## config.mk

```make
export PLATFORM = sky130hd
export DESIGN_NAME = mem_stage_unit
export DESIGN_NICKNAME = d
export VERILOG_FILES = /design/src/rtl/arm_pkg.sv /design/src/rtl/sram_wait_ctrl.sv /design/src/rtl/mem_stage_unit.sv
export SDC_FILE = /design/constraint.sdc
export NUM_CORES = 1
export LEC_CHECK = 0
export ABC_AREA = 1
export CORE_MARGIN = 2
export CORE_UTILIZATION = 40
export DETAILED_ROUTE_END_ITERATION = 10
export PLACE_DENSITY = 0.81
export SLEW_MARGIN = 15
export SYNTH_ARGS = -nofsm -noshare
export SYNTH_HDL_FRONTEND = slang
export SYNTH_SLANG_ARGS = --single-unit
```

## constraint.sdc

```tcl
create_clock -name clk -period 3.9 [get_ports clk]
set_input_delay 0.78 -clock clk [delete_from_list [all_inputs] [get_ports clk]]
set_output_delay 0.78 -clock clk [all_outputs]
set_load 0.02 [all_outputs]
```

## src/rtl/arm_pkg.sv

```systemverilog
// arm_pkg: shared widths, data-memory base address and memory-stage FSM states.
package arm_pkg;
  localparam int REG_ADDR_W = 4;
  localparam int DATA_W = 32;
  localparam logic [31:0] DATA_BASE = 32'd1024;
  typedef enum logic {IDLE, BUSY} mem_state_t;
endpackage

```

## src/rtl/sram_wait_ctrl.sv

```systemverilog
// sram_wait_ctrl: IDLE/BUSY wait-state sequencer that holds an SRAM access for WAIT_CYCLES cycles.
module sram_wait_ctrl
  import arm_pkg::*;
#(
  parameter int WAIT_CYCLES = 5
) (
  input  logic clk,
  input  logic rst,
  input  logic start,
  output logic busy,
  output logic done
);
  mem_state_t state, state_n;
  logic [3:0] cnt, cnt_n;

  always_ff @(posedge clk or posedge rst)
    if (rst) begin
      state <= IDLE;
      cnt <= '0;
    end else begin
      state <= state_n;
      cnt <= cnt_n;
    end

  always_comb begin
    busy = state == BUSY;
    done = busy && cnt == 4'(WAIT_CYCLES - 1);
    state_n = busy ? (done ? IDLE : BUSY) : (start ? BUSY : IDLE);
    cnt_n = (busy && !done) ? cnt + 4'd1 : 4'd0;
  end
endmodule

```

## src/rtl/mem_stage_unit.sv

```systemverilog
// mem_stage_unit: EXE->MEM pipeline register plus multi-cycle SRAM access with upstream freeze.
// Define MEM_ADDR_CHECK_EN to reject out-of-range data addresses and raise a sticky mem_fault.
module mem_stage_unit
  import arm_pkg::*;
#(
  parameter int WAIT_CYCLES = 5,
  parameter int ADDR_W = 16
) (
  input  logic                  clk,
  input  logic                  rst,
  input  logic                  exe_wb_en,
  input  logic                  exe_mem_r_en,
  input  logic                  exe_mem_w_en,
  input  logic [REG_ADDR_W-1:0] exe_dest,
  input  logic [DATA_W-1:0]     exe_alu_res,
  input  logic [DATA_W-1:0]     exe_val_rm,
  output logic [REG_ADDR_W-1:0] MEM_Dest,
  output logic                  MEM_WB_en,
  output logic [DATA_W-1:0]     MEM_val,
  output logic                  mem_r_en_q,
  output logic [DATA_W-1:0]     mem_rd_data,
  output logic                  freeze,
  output logic                  wb_valid,
  output logic                  sram_en,
  output logic                  sram_we,
  output logic [ADDR_W-1:0]     sram_addr,
  output logic [DATA_W-1:0]     sram_wdata,
  input  logic [DATA_W-1:0]     sram_rdata,
  output logic                  mem_fault
);
  logic mem_w_en_q, busy, done, start, fault_in;
  logic [DATA_W-1:0] val_rm_q, off_q;

`ifdef MEM_ADDR_CHECK_EN
  logic [DATA_W-1:0] off_in;
  assign off_in = exe_alu_res - DATA_BASE;
  assign fault_in = (exe_mem_r_en | exe_mem_w_en) &
                    ((exe_alu_res < DATA_BASE) | ((off_in >> (ADDR_W + 2)) != '0));
`else
  assign fault_in = 1'b0;
`endif

  assign start = ~busy & (exe_mem_r_en | exe_mem_w_en) & ~fault_in;

  sram_wait_ctrl #(.WAIT_CYCLES(WAIT_CYCLES)) u_ctrl (
    .clk(clk), .rst(rst), .start(start), .busy(busy), .done(done)
  );

  always_ff @(posedge clk or posedge rst)
    if (rst) begin
      MEM_Dest <= '0;
      MEM_WB_en <= 1'b0;
      MEM_val <= '0;
      mem_r_en_q <= 1'b0;
      mem_w_en_q <= 1'b0;
      val_rm_q <= '0;
      mem_rd_data <= '0;
      mem_fault <= 1'b0;
    end else begin
      if (!busy) begin
        MEM_Dest <= exe_dest;
        MEM_WB_en <= exe_wb_en;
        MEM_val <= exe_alu_res;
        mem_r_en_q <= exe_mem_r_en;
        mem_w_en_q <= exe_mem_w_en;
        val_rm_q <= exe_val_rm;
        mem_fault <= mem_fault | fault_in;
        if (fault_in && exe_mem_r_en && !exe_mem_w_en) mem_rd_data <= '0;
      end
      // a write wins when decode sets both flags, so no load data is taken
      if (done && mem_r_en_q && !mem_w_en_q) mem_rd_data <= sram_rdata;
    end

  assign off_q = MEM_val - DATA_BASE;
  assign sram_addr = ADDR_W'(off_q >> 2);
  assign freeze = busy;
  assign wb_valid = ~busy;
  assign sram_en = busy;
  assign sram_we = busy & mem_w_en_q;
  assign sram_wdata = val_rm_q;
endmodule

```

; ---- Word-level counts from Yosys, hierarchy flattened
; Index checks and enable logic that the tools add are counted.
[op_classes]
n_mux = 4
eq_ne = 1
bitwise_logic = 4
n_reduce_logical = 6
add_sub_neg = 2
[ops]
columns = operator, n
row1 = subtractor 18 x 11 -> 18 bit (second input constant), 1
row2 = adder 4 x 1 -> 4 bit (second input constant), 1
row3 = == test 4 x 3 -> 1 bit (second input constant), 1
row4 = logical AND 1 bit, 4
row5 = 2-to-1 mux 4 bit, 1
row6 = 2-to-1 mux 1 bit, 3
row7 = AND 1 bit, 2
row8 = zero test 1 bit, 2
row9 = NOT 1 bit, 1
row10 = OR 1 bit, 1
[totals]
input_bits = 105
regBits = 108

; ---- Logic depth before layout (Yosys ltp)
; Gate-level depths: netlist (run 1).
[logic_depth]
depth_word = 5
depth_mapped = 8

; ---- By module
; A second synthesis (run 1) with hierarchy kept.
[unflattened]
cells_unflattened = 502
area_unflattened_um2 = 4554.4
[modules_own_cells]
columns = mod, instances, area_each_um2, cells_per_inst
row1 = mem_stage_unit, 1, 4316.6, 475
row2 = sram_wait_ctrl, 1, 237.7, 27

; ---- Least setup slack after synthesis (run 1)
; Ideal clock, no wire load.
[synth_path]
path_type = register -> output
start = register MEM_val[10]
end = output port sram_addr[12]
t_arrival_ps = 1503
stages_incl_launch_ff = 7
required_ps = 3120
path_slack_ps = 1617
path_buffers = 0
cell_sequence = dfrtp_1 inv_1 ha_1 inv_1 nor2_1 nand2_1 xnor2_1
[synth_via]
elab_chain_len = 1
[synth_lines]
columns = element, line
row1 = from (decl), mem_stage_unit.sv:19  ; output logic [DATA_W-1:0] MEM_val,
row2 = from (signal assigned), mem_stage_unit.sv:63  ; MEM_val <= exe_alu_res;
row3 = subtractor 18 x 11 -> 18 bit, mem_stage_unit.sv:74  ; assign off_q = MEM_val - DATA_BASE;
row4 = to (decl), mem_stage_unit.sv:26  ; output logic [ADDR_W-1:0] sram_addr,
; No other way between the ends.

; ---- Worst setup path in the final report (run 1)
[layout_path]
start = register u_ctrl.state, in the netlist u_ctrl.busy
end = output port freeze
[layout_lines]
columns = element, line
row1 = from (decl), sram_wait_ctrl.sv:13  ; mem_state_t state, state_n;
row2 = from (signal assigned), sram_wait_ctrl.sv:21  ; state <= state_n;
row3 = to (decl), mem_stage_unit.sv:22  ; output logic freeze,
; No word-level cell between the ends.

==> run summary, run 1 <==
SYNTHESIS
----------------------------------------------------------------------------------------------------
Syn. warnings .........................................................................            0
Post-synthesis register bit count .....................................................          108
Area contributors post-synth .......................................................... dfrtp_1 (62%), nand2_1 (24%), nand3_1 (4.0%), buf_2 (1.7%), buf_4 (1.7%)
Cell count after synthesis ............................................................          501
Most repeated cell in the gate-level netlist after synthesis ..........................      nand2_1
Share of synthesized flip-flops with an asynchronous set or reset .....................         100%
Number of flops mapped to enable cells by yosys .......................................            0
Proportion of synthesized chip area in sequential cells ...............................        61.7%
Average instance area after synthesis .................................................     8.75 um2
List of most frequent post-synthesis cells ............................................ nand2_1 (278), dfrtp_1 (108), nand3_1 (35)
Netlist area before placement .........................................................  0.00438 mm2
Predominant post-synthesis flop cell ..................................................      dfrtp_1
Number of library cell types mapped by synthesis ......................................           20
Top cell type by total area after synthesis ...........................................      dfrtp_1
Area fraction of the dominant cell type after synthesis ...............................        61.7%
Post-Synthesis Net Count ..............................................................          609

WORST SETUP PATH
----------------------------------------------------------------------------------------------------
Data arrival, critical path ...........................................................      2230 ps
Critical Path Sink Type ...............................................................  output port
List of cells traversed by the critical path .......................................... buf_4 -> clkdlybuf4s50_1
CP required ...........................................................................      3120 ps
Critical path launch point type .......................................................         flop
Worst path max stage delay ............................................................       700 ps
Critical path class ................................................................... flop to output port
Top Family by Delay on Critical Path .................................................. buffers and inverters
Worst-path cell with the longest stage delay ..........................................      dfrtp_2
Maximum fanout count along the critical path ..........................................           41
Number of buffers and inverters on the critical path ..................................            2

POWER AND IR DROP
----------------------------------------------------------------------------------------------------
Static Leakage ........................................................................      3.31 nW
Max IR drop VDD .......................................................................     0.441 mV
PwrDens ...............................................................................   870 mW/mm2

DIE
----------------------------------------------------------------------------------------------------
Die extent in y .......................................................................       109 um
Number of top-level design ports ......................................................          228
Core Rows .............................................................................           38
DIE WIDTH .............................................................................       109 um
Overall die area ......................................................................   0.0118 mm2
Initial core utilization ..............................................................        40.8%
Area of the core region ...............................................................   0.0107 mm2

CLOCKING
----------------------------------------------------------------------------------------------------
Count of hold buffers inserted by post-cts repair .....................................            0
Post-CTS Resized ......................................................................            0
Clock-pin slew reported for the worst setup and hold paths after clock tree synthesis .        90 ps
Number of setup buffers added after CTS ...............................................            0
Clock root cell .......................................................................     clkbuf_8
Clock tree from TritonCTS .............................................................        built
Clock buffer count from CTS ...........................................................            9
Insertion delay of the later-clocked pin in the worst-skew pair .......................       370 ps
Number of H-tree levels ...............................................................            3
Clock Tree Buf Depth ..................................................................            2
TritonCTS Sinks .......................................................................          108

FINISH
----------------------------------------------------------------------------------------------------
Layout cells sized above 1 ............................................................        3.65%
Area added between synthesis and finish ...............................................        56.8%
Layout Nets ...........................................................................          816
Fin area ..............................................................................  0.00687 mm2
Antenna Cells .........................................................................            0
Post-layout util ......................................................................        64.0%
Fill cells ............................................................................          919

PLACE
----------------------------------------------------------------------------------------------------
Detail Placement HPWL .................................................................      8.57 mm
RD Place Congestion ...................................................................        0.808
I/O Buffers ...........................................................................          226
Total placed instance area ............................................................  0.00665 mm2

TIMING
----------------------------------------------------------------------------------------------------
Final setup fails .....................................................................            0
RSZ-0062 raised after global routing ..................................................           no
Maximum clock frequency ...............................................................      332 MHz
Relative max-transition margin ........................................................        47.7%
Setup TNS .............................................................................         0 ps
Time the final worst path needs with I/O delays and setup .............................      3010 ps
Final period utilization ..............................................................        77.1%
Final Max Slew Viols ..................................................................            0
Final Skew ............................................................................      7.70 ps
Fin. Hold Viols .......................................................................            0
Worst slew pin tran ...................................................................       783 ps

GRT
----------------------------------------------------------------------------------------------------
Global-route total usage across every layer ...........................................        19.7%
Maximum number of pins on one net before global-route repair ..........................           78
Total congestion overflow after global routing ........................................            0
Initial antenna violation count .......................................................            0
Vias in the first global route ........................................................         3953
First-pass GRT wire length ............................................................      18.2 mm

MIN PATH
----------------------------------------------------------------------------------------------------
Class of the most critical hold timing path ........................................... flop to flop

RUN STATUS
----------------------------------------------------------------------------------------------------
Run status ............................................................................ finished, final reports clean

ROUTE
----------------------------------------------------------------------------------------------------
Avg Vias per Cell .....................................................................         4.70
Overall via count from detail_route ...................................................         4005
Final wirelength ......................................................................      11.8 mm
Detail Route Antenna Nets .............................................................            0
Detailed-routing iteration count for the pre-antenna-repair pass ......................            4
Iter 0 DRT Violations .................................................................          213
Number of DRC violations after detailed routing .......................................            0
Average wire per standard cell ........................................................      13.9 um

JOB
----------------------------------------------------------------------------------------------------
Max capacitance violation total .......................................................            0

## stage by stage
step,hold slack [ps],worst slack (ps),power (mW),std cells
2_1_floorplan,475,274,3.70,501
3_3_place_gp,455,1310,5.18,837
3_5_place_dp,458,1270,5.28,837
4_1_cts,480,851,6.05,853
5_1_grt,495,784,6.35,853
6_report,477,892,5.98,853
## cells by family (layout without fill, tap and decap cells)
family	after synthesis	count (layout)	share of synthesized area, %
AOI/OAI and AO/OA	9	9	1.08
adders and majority gates	3	3	0.857
DFF	108	108	61.7
buffers and inverters	49	261	5.99
other	1	1	0.0856
xor gates and xnor gates	4	4	0.799
and+or+nand+nor	327	327	29.5
## final cells by class
cell class | count | area, um2 | share of cell area, %
inverters | 15 | 58.8 | 0.856
clock inverters | 6 | 87.6 | 1.27
clock buffers | 10 | 138 | 2.00
multi-input cells | 344 | 1420 | 20.6
well taps | 140 | 175 | 2.55
flip-flops and latches | 108 | 2700 | 39.3
repair buffers | 230 | 2290 | 33.4
## power breakdown
group          switching, mW  leakage, nW  internal (mW)
Clock                  0.363        0.116          0.379
Combinational           1.76         1.91           1.46
Sequential             0.366         1.28           1.65
Total                   2.49         3.31           3.49
## sequential cells by signal, indices dropped and copies added, names as in the netlist
name,flops
MEM_val,32
mem_rd_data,32
sram_wdata,32
MEM_Dest,4
u_ctrl.cnt,4
MEM_WB_en,1
mem_r_en_q,1
mem_w_en_q,1
u_ctrl.busy,1
## routing by layer
metal  global-route usage (%)  wire, um
met1                     23.2      4580
met5                        0         0
met2                     34.4      6040
met4                     8.15       268
met3                     4.84       924
## tightest hold or removal path, cell delays in order (launching register included)
cell and delay [ps]:
dfrtp_1 350, nand2_1 60, nand2_1 50
## cells in the final DEF, fill, tap and decap left out
master,synthesis,final
nand2_1,278,278
clkdlybuf4s50_1,0,226
dfrtp_1,108,107
nand3_1,35,35
inv_1,14,13
clkbuf_8,0,10
nor2_1,9,9
o21ai_0,7,7
buf_4,10,4
ha_1,3,3
nor2_4,2,2
nand4_1,2,2
xnor2_1,2,2
xor2_1,2,2
bufinv_16,0,2
clkinv_2,0,2
clkinv_4,0,2
inv_2,1,1
nand2_2,1,1
o21ai_1,1,1
o21bai_1,1,1
inv_4,0,1
conb_1,1,1
dfrtp_2,0,1
## final timing paths
check	startpoint	end	slack, ps	cells after the start
max in group asynchronous	rst	mem_rd_data[6]$_DFFE_PP0P_	2060	3
worst min register to register	mem_rd_data[30]$_DFFE_PP0P_	mem_rd_data[30]$_DFFE_PP0P_	480	2
worst max register to register	u_ctrl.busy$_DFF_PP0_	mem_rd_data[12]$_DFFE_PP0P_	1430	5
worst min-delay path	mem_rd_data[30]$_DFFE_PP0P_	mem_rd_data[30]$_DFFE_PP0P_	480	2
worst max-delay path	u_ctrl.busy$_DFF_PP0_	freeze	890	2
min in group asynchronous	rst	MEM_val[2]$_DFFE_PP0N_	860	2
(Power assumes the default switching activity.)
==> inputs of run 2 (changes only) <==
clock period = 3 ns   (was 3.9 ns; I/O delays follow)
==> run summary, run 2 (synthesis results as in run 1) <==
CLOCKING
----------------------------------------------------------------------------------------------------
Clock buffer count from CTS ...........................................................            9   unchanged
TritonCTS Sinks .......................................................................          108   unchanged
Count of hold buffers inserted by post-cts repair .....................................            0   unchanged
Number of H-tree levels ...............................................................            3   unchanged
Number of setup buffers added after CTS ...............................................            0   unchanged
Clock-pin slew reported for the worst setup and hold paths after clock tree synthesis .        90 ps   about the same
Post-CTS Resized ......................................................................            0   unchanged
Clock tree from TritonCTS .............................................................        built
Clock root cell .......................................................................     clkbuf_8
Insertion delay of the later-clocked pin in the worst-skew pair .......................       350 ps   -20 ps
Clock Tree Buf Depth ..................................................................            2   unchanged

DIE
----------------------------------------------------------------------------------------------------
DIE WIDTH .............................................................................       109 um   unchanged
Number of top-level design ports ......................................................          228   unchanged
Core Rows .............................................................................           38   unchanged
Area of the core region ...............................................................   0.0107 mm2   unchanged
Overall die area ......................................................................   0.0118 mm2   unchanged
Initial core utilization ..............................................................        40.8%   unchanged
Die extent in y .......................................................................       109 um   unchanged

POWER AND IR DROP
----------------------------------------------------------------------------------------------------
Fraction of power consumed by sequential logic ........................................        34.0%   +0.2 points
Switching Fraction ....................................................................        41.7%   +0.12 points
Switching power total .................................................................      3.22 mW   +30%
Static Leakage ........................................................................      3.30 nW   -0.26%
Max IR drop VDD .......................................................................     0.538 mV   +22%
PwrDens ...............................................................................  1120 mW/mm2   +29%
Clock network fraction of design power ................................................        11.5%   -0.9 points
Total power ...........................................................................      7.73 mW   +29%
Logic gate share of total power .......................................................        54.5%   +0.7 points
Internal Dissipation ..................................................................      4.51 mW   +29%

WORST SETUP PATH
----------------------------------------------------------------------------------------------------
Critical path class ................................................................... flop to output port
Critical register-to-register path startpoint ......................................... u_ctrl.cnt[1]$_DFF_PP0_
Data arrival, critical path ...........................................................      2160 ps   -70 ps
Critical path capture point ........................................................... sram_addr[12]
Worst reg2reg setup slack .............................................................      1040 ps   -390 ps
Worst path max stage delay ............................................................       620 ps   -80 ps
Number of buffers and inverters on the critical path ..................................            3   +1
Critical register-to-register path endpoint ........................................... mem_rd_data[21]$_DFFE_PP0P_
Worst reg-to-reg path cell count ......................................................            8   +3
Worst setup startpoint ................................................................ MEM_val[10]$_DFFE_PP0N_
Number of logic stages on the critical path including buffering .......................            7   +5
Critical Path Sink Type ...............................................................  output port
CP required ...........................................................................      2400 ps   -720 ps
Top Family by Delay on Critical Path .................................................. buffers and inverters
List of cells traversed by the critical path .......................................... inv_1 -> ha_1 -> inv_1 -> nor2_1 -> nand2_1 -> xnor2_1 -> clkdlybuf4s50_1
Worst-path cell with the longest stage delay .......................................... clkdlybuf4s50_1
Critical path launch point type .......................................................         flop
Cell mode on critical path ............................................................        inv_1
Maximum fanout count along the critical path ..........................................            4   -90%

PLACE
----------------------------------------------------------------------------------------------------
RD Place Congestion ...................................................................        0.823   +1.8%
Detail Placement HPWL .................................................................      8.44 mm   -1.5%
I/O Buffers ...........................................................................          226   unchanged
Placement-stage worst setup slack .....................................................       606 ps   -662 ps

TIMING
----------------------------------------------------------------------------------------------------
Final period utilization ..............................................................        92.1%
Setup TNS .............................................................................         0 ps   unchanged
Relative max-transition margin ........................................................        51.5%   +3.8 points
Final Max Slew Viols ..................................................................            0   unchanged
Time the final worst path needs with I/O delays and setup .............................      2760 ps
Final setup fails .....................................................................            0   unchanged
Final Skew ............................................................................      10.6 ps   +2.91 ps
Worst slew pin tran ...................................................................       728 ps   -55.2 ps
Fin. Hold Viols .......................................................................            0   unchanged
Maximum clock frequency ...............................................................      362 MHz
Worst Setup Slack, final ..............................................................       238 ps   -654 ps
RSZ-0062 raised after global routing ..................................................           no
Tightest hold margin ..................................................................       478 ps   +1.86 ps

ROUTE
----------------------------------------------------------------------------------------------------
Overall via count from detail_route ...................................................         3977   -0.70%
Avg Vias per Cell .....................................................................         4.66   -0.82%
Detail Route Antenna Nets .............................................................            0   unchanged
Final wirelength ......................................................................      11.9 mm   +0.64%
Number of DRC violations after detailed routing .......................................            0   unchanged
Average wire per standard cell ........................................................      13.9 um   +0.53%
Detailed-routing iteration count for the pre-antenna-repair pass ......................            6   +2
Iter 0 DRT Violations .................................................................          241   +13%

FINISH
----------------------------------------------------------------------------------------------------
Most common library cell in the layout ignoring fill and taps .........................      nand2_1
Layout Nets ...........................................................................          817   +0.12%
Leading cell types in the layout, fill and taps excluded .............................. nand2_1 (278), clkdlybuf4s50_1 (226), dfrtp_1 (107)
Antenna Cells .........................................................................            0   unchanged
Area added between synthesis and finish ...............................................        57.1%
Layout cells sized above 1 ............................................................        3.50%   -0.15 points
Fill cells ............................................................................          892   -2.9%
Post-layout util ......................................................................        64.1%   +0.12 points

GRT
----------------------------------------------------------------------------------------------------
Initial antenna violation count .......................................................            0   unchanged
Vias in the first global route ........................................................         3937   -0.40%
Total congestion overflow after global routing ........................................            0   unchanged
Global-route total usage across every layer ...........................................        20.2%   +0.54 points
First-pass GRT wire length ............................................................      18.7 mm   +2.9%
Maximum number of pins on one net before global-route repair ..........................          109   +40%

RUN STATUS
----------------------------------------------------------------------------------------------------
Run status ............................................................................ finished, final reports clean

JOB
----------------------------------------------------------------------------------------------------
Max capacitance violation total .......................................................            0   unchanged

MIN PATH
----------------------------------------------------------------------------------------------------
Class of the most critical hold timing path ........................................... flop to flop

-- run 2: changes by cell type in the layout (fill, tap and decap cells not counted), sizes merged --
cell,change
inv,-1
clkbuf,+3
bufinv,-1
clkinvlp,+3
buf,+1
clkinv,-4
-- run 2: through the flow --
stage                     cells  cell area, um2
after floorplan             501            4390
after global placement      838            6680
after detailed placement    838            6680
after CTS                   854            6890
after global routing        854            6890
final                       854            6890
-- run 2: worst min-delay path: stages, from the launching register on --
cell	delay (ps)
dfrtp_1	350
nand2_1	50
nand2_1	40
-- run 2: power groups by stage --
stage	logic, mW	clock network, mW	registers [mW]
finish	4.21	0.886	2.63
global route	4.56	0.994	2.71
CTS	4.26	0.930	2.63
detailed placement	4.25	0	2.64
global placement	4.17	0	2.61
floorplan	1.42	0	3.39
-- run 2: layout make-up --
type	instances	area [um2]	share of cell area, %
Clock buffer	13	159	2.31
Clock inverter	3	45.0	0.654
Inverter	15	60.1	0.872
Multi-Input combinational cell	344	1420	20.6
Sequential cell	108	2700	39.3
Tap cell	140	175	2.54
Timing Repair Buffer	231	2320	33.8
-- run 2: worst min-delay path by stage --
stage / depth (start not counted) / start / end
6_report: 2 / mem_rd_data[31]$_DFFE_PP0P_ / mem_rd_data[31]$_DFFE_PP0P_
5_1_grt: 2 / mem_rd_data[18]$_DFFE_PP0P_ / mem_rd_data[18]$_DFFE_PP0P_
4_1_cts: 2 / mem_rd_data[31]$_DFFE_PP0P_ / mem_rd_data[31]$_DFFE_PP0P_
3_5_place_dp: 2 / mem_rd_data[31]$_DFFE_PP0P_ / mem_rd_data[31]$_DFFE_PP0P_
3_3_place_gp: 2 / mem_rd_data[7]$_DFFE_PP0P_ / mem_rd_data[7]$_DFFE_PP0P_
2_1_floorplan: 1 / u_ctrl.cnt[0]$_DFF_PP0_ / u_ctrl.cnt[0]$_DFF_PP0_
-- run 2: metal layers --
metal	track usage, %	up-vias	wire length (um)
met5	0	-	0
met4	8.79	0	307
met3	5.44	24	994
met2	33.2	175	5750
met1	25.3	1840	4850
li1	-	1938	-
==> inputs of run 3 (changes only) <==
CORE_UTILIZATION = 43   (was 40)
PLACE_DENSITY = 0.86   (was 0.81)
clock period = 3.45 ns   (was 3 ns; I/O delays follow)
==> run summary, run 3 (synthesis results as in run 1) <==
CLOCKING
----------------------------------------------------------------------------------------------------
Clock Tree Buf Depth ..................................................................            2   unchanged
Clock tree from TritonCTS .............................................................        built
Clock root cell .......................................................................     clkbuf_8
TritonCTS Sinks .......................................................................          108   unchanged
Number of setup buffers added after CTS ...............................................            0   unchanged
Clock-pin slew reported for the worst setup and hold paths after clock tree synthesis .       100 ps   about the same
Post-CTS Resized ......................................................................            0   unchanged
Insertion delay of the later-clocked pin in the worst-skew pair .......................       360 ps   about the same
Count of hold buffers inserted by post-cts repair .....................................            0   unchanged
Number of H-tree levels ...............................................................            3   unchanged
Clock buffer count from CTS ...........................................................            9   unchanged

TIMING
----------------------------------------------------------------------------------------------------
Final Max Slew Viols ..................................................................            0   unchanged
Time the final worst path needs with I/O delays and setup .............................      2820 ps
Worst slew pin tran ...................................................................       837 ps   +109 ps
Final period utilization ..............................................................        81.8%
Fin. Hold Viols .......................................................................            0   unchanged
Setup TNS .............................................................................         0 ps   unchanged
Tightest hold margin ..................................................................       478 ps   -0.676 ps
RSZ-0062 raised after global routing ..................................................           no
Maximum clock frequency ...............................................................      354 MHz
Final Skew ............................................................................      11.6 ps   +0.946 ps
Relative max-transition margin ........................................................        44.1%   -7.4 points
Final setup fails .....................................................................            0   unchanged

WORST SETUP PATH
----------------------------------------------------------------------------------------------------
Critical path class ................................................................... flop to output port
Critical path launch point type .......................................................         flop
Worst reg2reg setup slack .............................................................       860 ps   -180 ps
CP required ...........................................................................      2760 ps   +360 ps
Number of buffers and inverters on the critical path ..................................            3   unchanged
Maximum fanout count along the critical path ..........................................            4   unchanged
Cell mode on critical path ............................................................        inv_1
Worst path max stage delay ............................................................       620 ps   about the same
Top Family by Delay on Critical Path .................................................. buffers and inverters
Critical Path Sink Type ...............................................................  output port
List of cells traversed by the critical path .......................................... inv_1 -> ha_1 -> inv_1 -> nor2_1 -> nand2_1 -> xnor2_1 -> clkdlybuf4s50_1
Data arrival, critical path ...........................................................      2130 ps   -30 ps
Worst-path cell with the longest stage delay .......................................... clkdlybuf4s50_1

POWER AND IR DROP
----------------------------------------------------------------------------------------------------
Max IR drop VDD .......................................................................     0.564 mV   +4.9%
Static Leakage ........................................................................      3.28 nW   -0.47%
Total power ...........................................................................      6.66 mW   -14%
PwrDens ...............................................................................   974 mW/mm2   -13%

ROUTE
----------------------------------------------------------------------------------------------------
Overall via count from detail_route ...................................................         4010   +0.83%
Number of DRC violations after detailed routing .......................................            0   unchanged
Detail Route Antenna Nets .............................................................            0   unchanged
Iter 0 DRT Violations .................................................................          173   -28%
Detailed-routing iteration count for the pre-antenna-repair pass ......................            4   -2
Avg Vias per Cell .....................................................................         4.74   +1.8%
Average wire per standard cell ........................................................      14.4 um   +3.1%
Final wirelength ......................................................................      12.2 mm   +2.2%

DIE
----------------------------------------------------------------------------------------------------
Core Rows .............................................................................           36   -5.3%
Number of top-level design ports ......................................................          228   unchanged
Overall die area ......................................................................   0.0110 mm2   -6.7%
Area of the core region ...............................................................  0.00982 mm2   -8.6%
DIE WIDTH .............................................................................       105 um   -3.4%
Die extent in y .......................................................................       105 um   -3.4%
Initial core utilization ..............................................................        44.6%   +3.8 points

GRT
----------------------------------------------------------------------------------------------------
Vias in the first global route ........................................................         4089   +3.9%
Total congestion overflow after global routing ........................................            0   unchanged
Global-route total usage across every layer ...........................................        21.7%   +1.5 points
Maximum number of pins on one net before global-route repair ..........................           78   -28%
Initial antenna violation count .......................................................            0   unchanged
First-pass GRT wire length ............................................................      19.4 mm   +3.6%

RUN STATUS
----------------------------------------------------------------------------------------------------
Run status ............................................................................ finished, final reports clean

PLACE
----------------------------------------------------------------------------------------------------
RD Place Congestion ...................................................................        0.822   -0.13%
Detail Placement HPWL .................................................................      8.95 mm   +6.1%
I/O Buffers ...........................................................................          226   unchanged

FINISH
----------------------------------------------------------------------------------------------------
Area added between synthesis and finish ...............................................        56.0%
Antenna Cells .........................................................................            0   unchanged
Fill cells ............................................................................          775   -13%
Register cell area after layout .......................................................  0.00270 mm2   unchanged
Leading cell types in the layout, fill and taps excluded .............................. nand2_1 (278), clkdlybuf4s50_1 (226), dfrtp_1 (107)
Most common library cell in the layout ignoring fill and taps .........................      nand2_1
Layout cells sized above 1 ............................................................        3.65%   +0.15 points
Layout Nets ...........................................................................          816   -0.12%
Multi-input logic area ................................................................  0.00142 mm2   unchanged

JOB
----------------------------------------------------------------------------------------------------
Max capacitance violation total .......................................................            0   unchanged

MIN PATH
----------------------------------------------------------------------------------------------------
Class of the most critical hold timing path ........................................... flop to flop

[run 3: report_power, final]
group | total, mW | switching [mW] | internal [mW]
combinational | 3.63 | 1.98 | 1.65
sequential | 2.31 | 0.443 | 1.87
clock | 0.716 | 0.413 | 0.303
total | 6.66 | 2.83 | 3.82
[run 3: final timing paths]
| check | startpoint | end | cells after the start |
|---|---|---|---|
| min in group asynchronous | rst | mem_rd_data[8]$_DFFE_PP0P_ | 2 |
| max in group asynchronous | rst | mem_rd_data[19]$_DFFE_PP0P_ | 3 |
| min reg2reg | mem_rd_data[13]$_DFFE_PP0P_ | mem_rd_data[13]$_DFFE_PP0P_ | 2 |
| max | MEM_val[10]$_DFFE_PP0N_ | sram_addr[12] | 7 |
| max reg2reg | u_ctrl.busy$_DFF_PP0_ | mem_rd_data[31]$_DFFE_PP0P_ | 5 |
| min | mem_rd_data[13]$_DFFE_PP0P_ | mem_rd_data[13]$_DFFE_PP0P_ | 2 |
[run 3: stage by stage]
stage | instance area [um2] | worst slack, ps | instances | util (%)
2_1_floorplan | 4390 | 1260 | 501 | -
3_3_place_gp | 6650 | 942 | 830 | 67.7
3_5_place_dp | 6650 | 847 | 830 | 67.7
4_1_cts | 6840 | 621 | 846 | 69.6
5_1_grt | 6840 | 536 | 846 | 69.6
6_report | 6840 | 627 | 846 | 69.6
[run 3: layout make-up]
cell class                      count  area share [%]
Timing Repair Buffer              230            33.7
Sequential cell                   108            39.5
Tap cell                          133            2.43
Clock buffer                       11            2.21
Multi-Input combinational cell    344            20.7
Inverter                           15           0.878
Clock inverter                      5           0.494
[run 3: worst reg2reg max path, cell delays in order (launching register included)]
cell and delay [ps]:
dfrtp_2 860, nand2_1 230, nor2_4 610, nand2_2 540
nand2_1 190, nand2_1 60
[run 3: metal layers]
metal | part of all wire [%] | GRT usage, % | up-vias
li1 | - | - | 1926
met1 | 39 | 25.2 | 1887
met2 | 51 | 37.5 | 166
met3 | 7.1 | 5.80 | 31
met4 | 3.3 | 10.1 | 0
met5 | 0 | 0 | -
==> RTL edit: new RTL, settings of run 1 <==
The parameter `ADDR_W` goes from 16 to 15.
--- a/src/rtl/mem_stage_unit.sv
+++ b/src/rtl/mem_stage_unit.sv
@@ -4,7 +4,7 @@
   import arm_pkg::*;
 #(
   parameter int WAIT_CYCLES = 5,
-  parameter int ADDR_W = 16
+  parameter int ADDR_W = 15
 ) (
   input  logic                  clk,
   input  logic                  rst,
Ports: changed (resized sram_addr); port bits go from 228 to 227. The function was not compared with the original's and may differ.
==> RTL edit against run 1 <==
Clock skew increased by 0.82 ps; combinational power fell by 2%; cell area down 1.0%; worst setup slack better by 160 ps; count of clock-buffer cells in the layout up 2; sequential cell count is the same; via count decreased by 0.75%; sequential share of layout area grew 0.40 points; area after synthesis decreased by 0.54%; first-iteration DRC count decreased by 0.47%; total power fell by 2.0%; routed wire length grew 1.9%; critical path type unchanged; critical endpoint is now sram_addr[12].
==> RTL edit: results (changes against run 1) <==
- The min-delay analysis places its worst path in the category flip-flop to flip-flop.
- Logic inverters: 14 (-1)
- The multiplexer share of the synthesized area came to 0 (unchanged).
* Proportion of layout cells with a drive suffix above 1: 0.0312 (-0.00526)
- Min-delay src: mem_rd_data[25]
- Post-synthesis cell count: 495 (-1.2%)
- Global-route wire length before repair: 19.0 mm (+4.2%)
* Overflow after GRT: 0 (unchanged)
- Cell area after layout: 6800 um^2 (-1.0%)
- Number of nets at the end of the flow: 808 (-0.98%)
- In the synthesized netlist, the cells that appear most often are 274 x nand2_1, 108 x dfrtp_1, 36 x nand3_1, 15 x buf_2, 13 x inv_1.
- The net count after synthesis is 603 (-0.99%).
- Via count of the first global-routing pass: 3910 (-1.1%)
- The placed cell area is 6620 um^2 (-0.43%).
- The cell count after placement was 829 (-0.96%).
* Pleak: 3.26 nW (-1.5%)
- The stage delay of the slowest cell on the critical path came to 630 ps (-70 ps).
* Routed vias: 3975 (-0.75%)
- The largest voltage drop on the vdd net is 0.437 mV (-0.90%).
- The parity-gate share of the synthesized area counting xor and xnor cells came to 0.00804 (+0.0000436).
* Area occupied by multi-input gates: 1400 um^2 (-1.4%)
- Share of the yosys chip area belonging to registers: 0.620 (+0.00336)
- Hold slack final: 475 ps (-1.64 ps)
* Net switching power of the design: 2.47 mW (-0.73%)
- The total global-route track usage was 0.208 (+0.0107).
- Worst setup path startpoint: MEM_val[10]
- Status: finished, final reports clean
- Multi-In Gates: 339 (-1.5%)
- Post-CTS clock slew at the launch and capture registers of the worst setup and hold paths: 100 ps
- The number of buffers inserted by port buffering was 225 (-0.44%).
- Diodes inserted: 0 (unchanged)
- Layout filler cell count: 891 (-3.0%)
* Combinational share of power: 0.539 (about the same)
- Highest net fanout along the worst path: 6 (-85%)
- Sum of routed wire length over all layers: 12.0 mm (+1.9%)
- The half-perimeter wire length after placement was 8.86 mm (+3.4%).
- Power in the clock group: 660 uW (-11%)
- Number of ordinary and repair buffers in the finished layout: 228 (-0.87%)
- Number of DRC markers in iteration 0: 212 (-0.47%)
- The total clock sinks came to 108 (unchanged).
- Share of final layout cell area taken by non-clock buffers: 0.336 (+0.00264)
* Final GP Congestion: 0.798 (-1.2%)
* Slowest-stage cell, CP: clkdlybuf4s50_1
- Wire length per cell after detailed routing: 14.3 um (+2.8%)
- Unique cell type count in the Yosys netlist: 19 (-5.0%)
* Worst relative slew slack: 0.502 (+0.0255)
- The layout clock buffer count came to 12 (+2).
- The clock-cell share of area was 0.0272 (-0.00555).
* Adder and majority cell fraction of the synthesized area: 0.00861 (+0.0000467)
* Worst setup skew after layout: 8.52 ps (+0.818 ps)
* Top post-synthesis cells by area: dfrtp_1 62%, nand2_1 24%, nand3_1 4.1%
- The data arrival time of the worst path was 2060 ps (-170 ps).
- Compound-cell area share of the yosys netlist: 0.00804 (-0.00281)
- Worst slack at placement: 1420 ps (+155 ps)
- The time the final worst path needs with I/O delays and setup came to 2840 ps (-163 ps).
## RTL edit: cell count changes after synthesis
cell / run 1 / this run
o21ai_0: 7 / 6
nand4_1: 2 / 3
xnor2_1: 2 / 1
inv_1: 14 / 13
o21bai_1: 1 / 0
nand2_1: 278 / 274
nor2_1: 9 / 8
xor2_1: 2 / 3
nand3_1: 35 / 36
## RTL edit: path summary, 6_finish.rpt
path,end
setup / recovery,sram_addr[12]
hold / removal,mem_rd_data[25]
setup reg to reg,mem_rd_data[5]
hold reg to reg,mem_rd_data[25]
max in group asynchronous,mem_rd_data[12]
min in group asynchronous,mem_rd_data[10]
## RTL edit: stage by stage
stage | util | power, mW
final | 0.633 | 5.86
after global routing | 0.633 | 6.25
after CTS | 0.633 | 5.92
after detailed placement | 0.616 | 5.24
after global placement | 0.616 | 5.14
after floorplan | - | 3.67
## RTL edit: metal layers
metal  GRT usage  wire (um)
met5           0          0
met4      0.0879        258
met3      0.0506        932
met2       0.351       5900
met1       0.254       4950
